**src/rtl/pipe_pkg.sv**
```systemverilog
// Shared constants and types for the fetch/decode/execute pipeline register controller.
package pipe_pkg;

  localparam logic [31:0] NOP_INSTR = 32'h0000_0000;
  localparam logic [31:0] PC_STEP   = 32'd4;
  localparam int          CNT_W     = 16;

  typedef struct packed {
    logic [31:0] instr;
    logic [31:0] pc_plus4;
    logic        valid;
  } ifid_t;

  localparam ifid_t IFID_BUBBLE = '{instr: NOP_INSTR, pc_plus4: 32'h0, valid: 1'b0};

endpackage

```
**src/rtl/sat_counter.sv**
```systemverilog
// Saturating up-counter used for the stall and flush performance counters.
module sat_counter
  import pipe_pkg::*;
#(
  parameter int W = CNT_W
) (
  input  logic         clk,
  input  logic         rst,
  input  logic         inc,
  output logic [W-1:0] count
);

  logic [W-1:0] cnt_q;
  logic [W-1:0] cnt_d;

  // Sticks at all-ones rather than wrapping back to zero.
  always_comb begin
    cnt_d = cnt_q;
    if (inc && (cnt_q != {W{1'b1}})) begin
      cnt_d = cnt_q + 1'b1;
    end
  end

  always_ff @(posedge clk) begin
    if (rst) begin
      cnt_q <= '0;
    end else begin
      cnt_q <= cnt_d;
    end
  end

  assign count = cnt_q;

endmodule

```
**src/rtl/pipe_reg_ctrl.sv**
```systemverilog
// PC, IF/ID and ID/EX pipeline registers steered by hazard-unit stall/flush requests.
module pipe_reg_ctrl
  import pipe_pkg::*;
#(
  parameter logic [31:0] RESET_PC = 32'h0000_0000,
  parameter int          CTRL_W   = 32
) (
  input  logic              clk,
  input  logic              rst,
  input  logic              Stall_IF,
  input  logic              Stall_ID,
  input  logic              Flush_EX,
  input  logic              PCSrc_ID,
  input  logic [31:0]       PCBranch_ID,
  input  logic [31:0]       Instr_IF,
  input  logic [CTRL_W-1:0] Ctrl_ID,
  output logic [31:0]       PC_IF,
  output logic [31:0]       Instr_ID,
  output logic [31:0]       PCPlus4_ID,
  output logic              Valid_ID,
  output logic              Valid_EX,
  output logic [CTRL_W-1:0] Ctrl_EX,
  output logic [CNT_W-1:0]  StallCnt,
  output logic [CNT_W-1:0]  FlushCnt
);

  logic [31:0]       pc_q, pc_d;
  ifid_t             ifid_q, ifid_d;
  logic [CTRL_W-1:0] ctrl_ex_q, ctrl_ex_d;
  logic              valid_ex_q, valid_ex_d;
  logic              redir;
  logic [31:0]       pc_plus4;

  // A stalled decode stage cannot act on its own branch decision.
  assign redir    = PCSrc_ID & ~Stall_ID;
  assign pc_plus4 = pc_q + PC_STEP;

  always_comb begin
    pc_d = pc_q;
    if (!Stall_IF) begin
      pc_d = redir ? PCBranch_ID : pc_plus4;
    end
  end

  always_comb begin
    ifid_d = ifid_q;
    if (!Stall_ID) begin
      if (redir) begin
        ifid_d = IFID_BUBBLE;
      end else begin
        ifid_d.instr    = Instr_IF;
        ifid_d.pc_plus4 = pc_plus4;
        ifid_d.valid    = 1'b1;
      end
    end
  end

  // ID/EX always advances; a flush inserts a bubble instead of holding.
  always_comb begin
    ctrl_ex_d  = Ctrl_ID;
    valid_ex_d = ifid_q.valid;
    if (Flush_EX) begin
      ctrl_ex_d  = '0;
      valid_ex_d = 1'b0;
    end
  end

  always_ff @(posedge clk) begin
    if (rst) begin
      pc_q       <= RESET_PC;
      ifid_q     <= IFID_BUBBLE;
      ctrl_ex_q  <= '0;
      valid_ex_q <= 1'b0;
    end else begin
      pc_q       <= pc_d;
      ifid_q     <= ifid_d;
      ctrl_ex_q  <= ctrl_ex_d;
      valid_ex_q <= valid_ex_d;
    end
  end

  sat_counter #(.W(CNT_W)) u_stall_cnt (
    .clk   (clk),
    .rst   (rst),
    .inc   (Stall_ID),
    .count (StallCnt)
  );

  // A flush and a redirect in the same cycle count as one event.
  sat_counter #(.W(CNT_W)) u_flush_cnt (
    .clk   (clk),
    .rst   (rst),
    .inc   (Flush_EX | redir),
    .count (FlushCnt)
  );

  assign PC_IF      = pc_q;
  assign Instr_ID   = ifid_q.instr;
  assign PCPlus4_ID = ifid_q.pc_plus4;
  assign Valid_ID   = ifid_q.valid;
  assign Ctrl_EX    = ctrl_ex_q;
  assign Valid_EX   = valid_ex_q;

endmodule

```
**config.mk**
```make
export PLATFORM = sky130hd
export DESIGN_NAME = pipe_reg_ctrl
export DESIGN_NICKNAME = d
export VERILOG_FILES = /design/src/rtl/pipe_pkg.sv /design/src/rtl/sat_counter.sv /design/src/rtl/pipe_reg_ctrl.sv
export SDC_FILE = /design/constraint.sdc
export NUM_CORES = 1
export LEC_CHECK = 0
export ABC_AREA = 1
export BUFFER_PORTS_ARGS = -buffer_cell sky130_fd_sc_hd__buf_2
export CORE_MARGIN = 3
export CORE_UTILIZATION = 30
export CTS_BUF_LIST = sky130_fd_sc_hd__clkbuf_2
export DETAILED_ROUTE_END_ITERATION = 16
export GPL_TIMING_DRIVEN = 0
export PLACE_DENSITY_LB_ADDON = 0.15
export SYNTH_ARGS = -nofsm -noshare
export SYNTH_HDL_FRONTEND = slang
export SYNTH_SLANG_ARGS = --single-unit
export TNS_END_PERCENT = 50
```
**constraint.sdc**
```tcl
create_clock -name clk -period 1.6 [get_ports clk]
set_clock_uncertainty 0.2 [all_clocks]
set_input_delay 0.32 -clock clk [delete_from_list [all_inputs] [get_ports clk]]
set_output_delay 0.32 -clock clk [all_outputs]
set_load 0.01 [all_outputs]
```
==> Flow_metrics.wiki <==
{| class="wikitable"
! Metric !! Value
|-
| Setup Total Neg Slack || -38020 ps
|-
| Peak fanout along the critical path || 5
|-
| Number of placement rows || 56
|-
| Number of ports placed on the die boundary || 264
|-
| Clock buffer depth || 2
|-
| Total routing resource utilization after global routing || 0.222
|-
| Total congestion overflow || 0
|-
| Top post-synthesis cells by area || sky130_fd_sc_hd__dfxtp_1 (45%), sky130_fd_sc_hd__nand2_1 (16%), sky130_fd_sc_hd__a21oi_1 (7.9%), sky130_fd_sc_hd__nor2_1 (5.6%), sky130_fd_sc_hd__inv_1 (5.4%)
|-
| CTS root buffer || sky130_fd_sc_hd__clkbuf_2
|-
| Antenna violations before repair || 2
|-
| Clock network latency to the later pin of the worst-skew pair || between 700 and 800 ps
|-
| Least-Margin Pin Slew || ~790 ps
|-
| Clock sink total || 162
|-
| Path type of the worst setup path || flip-flop to flip-flop
|-
| Clock buffers created by TritonCTS || 17
|-
| Fin. Hold Viols || 0
|-
| Worst slack at placement || -440 ps
|-
| Largest stage delay on the critical path || 440 ps
|-
| Sequential area share after synthesis || 0.451
|-
| Routed Wire Length || 29700 um
|-
| Ys async rst share || 0
|-
| Post-synthesis to final-layout area growth || 89.0%
|-
| CTS tree || built
|-
| Internal cell power || 5.80 mW
|-
| Clock slew seen by the registers of the worst setup and hold paths || 280 ps
|-
| Leakage Power || between 6 and 7 nW
|-
| Number of nets in the layout || 1688
|-
| Most used flip-flop cell after synthesis || sky130_fd_sc_hd__dfxtp_1
|-
| Distinct cells, synth || 36
|-
| Vias in the first global route || 8930
|-
| Worst rel slew slack || 0.471
|-
| Min Clock Period, post-route || 1840 ps
|-
| Routability cong. || between 0.8 and 0.9
|-
| Antenna-violating nets left || 0
|-
| Number of register bits inferred by synthesis || 162
|-
| Total via count after detailed routing || between 8000 and 9000
|-
| Ratio of cells with drive above 1 in the final layout || 0.442
|-
| Die ar. || 25900 sq um
|-
| Adder-cell share of the synthesized area || 0.00522
|-
| Post-route DRC violation count || 0
|-
| Maximum number of pins on one net before global-route repair || 20
|-
| Area share of the leading cell type in the synthesized netlist || 0.451
|-
| Share of power burned in combinational logic || 0.221
|-
| Post-Route Hold Slack || 118 ps
|-
| Wire length per cell after detailed routing || around 16 um
|-
| Max-cap check violation count || 0
|-
| Compound-Gate Fraction of Synth Area || 0.142
|-
| Wire length of the first global-routing pass || about 46000 um
|-
| Chip height || 161 um
|-
| Placed wire-length estimate || between 15000 and 20000 um
|-
| Chain of cells forming the critical path || buf_6, ha_4, nand2_4, nor2_4, nand2_4, nor2_4, nand2_2, nand3_4, nand3_2, nand2_1, inv_1
|-
| Placeable core region || 23500 sq um
|-
| Port-buffer cells || 262
|-
| Psw || 2.92 mW
|-
| CTS H-Tree Depth || 4
|-
| Worst endpoint required time || 2060 ps
|-
| Crit start category || flip-flop
|-
| Critical path capture point type || flip-flop
|-
| Post-Synth Simple-Gate Area || 0.291
|-
| Number of design-rule violations left by the first detailed-router iteration || 438
|-
| Cell area after technology mapping || 7190 sq um
|-
| WP data arrival || 2300 ps
|-
| Net count after synthesis || 1145
|-
| Largest area contributor in the netlist || sky130_fd_sc_hd__dfxtp_1
|-
| Max-slew violation count || 0
|-
| Via density per instance || 4.59
|-
| Mux contribution to synthesized area || 0
|-
| Clock share of power || 0.281
|-
| Effective utilization at floorplan || 0.305
|-
| Sequential share of power || 0.499
|-
| Area share of xor/xnor cells in the synthesized design || 0.0256
|-
| Post-layout total power || 8.72 mW
|-
| Post-synth EDFFs || 0
|-
| Cell type of the slowest stage on the worst timing path || sky130_fd_sc_hd__dfxtp_4
|-
| Run status || finished, violations left
|-
| Setup WS post-layout || -239 ps
|-
| Main combinational cell family by area after synthesis || simple AND/OR/NAND/NOR gates
|-
| Worst vdd rail ir drop || 0.000535 V
|-
| Synthesized area per cell || 6.91 sq um
|-
| Violated checks || negative setup slack
|-
| Critical path buffers and inverters || 2
|-
| Warning count from the yosys run || 0
|-
| Proportion of total power due to net switching || 0.335
|-
| Number of iterations in the first detailed-routing pass || 4
|-
| Power per Cell Area || 642 nW/um^2
|-
| Fmax || between 500 and 600 MHz
|-
| Critical path's top delay family || simple AND/OR/NAND/NOR gates
|-
| Die width || around 160 um
|-
| HP Class || input port to flip-flop
|-
| Cell count after synthesis || roughly 1000
|-
| Number of setup violations in the final report || 244
|-
| Unrepaired setup endpoints after global routing || yes
|-
| Fin crit share || 1.15
|}
-- registers in the layout, summed over array words and instances (netlist names) --
name,cells
Ctrl_EX,32
Instr_ID,32
PCPlus4_ID,32
PC_IF,32
u_flush_cnt.count,16
u_stall_cnt.count,16
Valid_EX,1
Valid_ID,1
-- final timing paths --
path                     from           to  slack (ps)  cells after the start
setup / recovery     PC_IF[2]    PC_IF[18]        -240                     11
hold / removal    Ctrl_ID[15]  Ctrl_EX[15]         120                      4
setup reg to reg     PC_IF[2]    PC_IF[18]        -240                     11
hold reg to reg      Valid_ID     Valid_EX         280                      2
-- logic make-up after synthesis --
kind of cell             count (synthesis)
buffers and inverters                  153
AND/OR/NAND/NOR                        504
adder cells (fa/ha/maj)                  3
XOR/XNOR                                21
flip-flops                             162
AO/OA/AOI/OAI                          197
-- cells in the mapped netlist, types with 6 or more instances --
master	count
sky130_fd_sc_hd__a21oi_1	114
sky130_fd_sc_hd__a31oi_1	8
sky130_fd_sc_hd__buf_1	6
sky130_fd_sc_hd__buf_2	11
sky130_fd_sc_hd__clkbuf_1	26
sky130_fd_sc_hd__dfxtp_1	162
sky130_fd_sc_hd__inv_1	103
sky130_fd_sc_hd__nand2_1	308
sky130_fd_sc_hd__nand3_1	52
sky130_fd_sc_hd__nand4_1	9
sky130_fd_sc_hd__nor2_1	107
sky130_fd_sc_hd__nor2_2	6
sky130_fd_sc_hd__o21ai_0	66
sky130_fd_sc_hd__xnor2_1	13
sky130_fd_sc_hd__xor2_1	8
-- tightest hold or removal path, cell delays in order --
cell and delay (ps):
sky130_fd_sc_hd__dlygate4sd3_1 530, sky130_fd_sc_hd__buf_2 120, sky130_fd_sc_hd__inv_1 40, sky130_fd_sc_hd__nor2_1 40
-- power by group through the flow --
stage               clock network [mW]  registers, mW  logic (mW)
floorplan                            0           4.52       0.464
global placement                     0           4.46        1.06
detailed placement                   0           4.46        1.06
CTS                               2.57           4.34        1.75
global route                      2.73           4.38        2.09
finish                            2.45           4.35        1.92
-- stage by stage --
step / instances / area [sq um] / utilization
after floorplan: 1040 / 7250 / -
after global placement: 1621 / 8960 / 0.381
after detailed placement: 1621 / 8960 / 0.381
after CTS: 1894 / 12800 / 0.545
after global routing: 1917 / 13600 / 0.577
final: 1917 / 13600 / 0.577
-- layer usage --
metal  global-route usage  vias to the layer above  wire length [um]
met5                    0                        -                 0
met2                0.377                      264             14100
li1                     -                     4409                 -
met3               0.0663                       52              2170
met1                0.270                     4070             12600
met4               0.0735                        0               822
-- cell type report --
cell class,count,area (sq um)
multi-input combinational,725,3960
timing repair buffer,524,4740
fill,2174,9950
tap,319,399
clock inverter,15,185
clock buffer,17,85.1
antenna,2,5.00
sequential,162,3570
buffer,46,238
inverter,107,414
-- timing repair --
action | in CTS | in global routing
endpoints found under the setup margin | 238 | 280
cloned | 0 | 2
hold endpoints to repair | 137 | 0
gates resized for setup | 392 | 167
setup buffers | 76 | 19
hold buffers | 166 | 0
pin swaps | 28 | 56
-- layout by cell type (no fill, tap or decap), types with 53 or more instances in the layout --
cell type / n
sky130_fd_sc_hd__buf_6: 163
sky130_fd_sc_hd__buf_4: 82
sky130_fd_sc_hd__nor2_1: 84
sky130_fd_sc_hd__o21ai_0: 63
sky130_fd_sc_hd__dlygate4sd3_1: 166
sky130_fd_sc_hd__buf_2: 120
sky130_fd_sc_hd__dfxtp_2: 99
sky130_fd_sc_hd__inv_1: 102
sky130_fd_sc_hd__a21oi_1: 81
sky130_fd_sc_hd__nand2_1: 271
sky130_fd_sc_hd__dfxtp_4: 53
No activity file was read; power rests on OpenSTA's default activity.
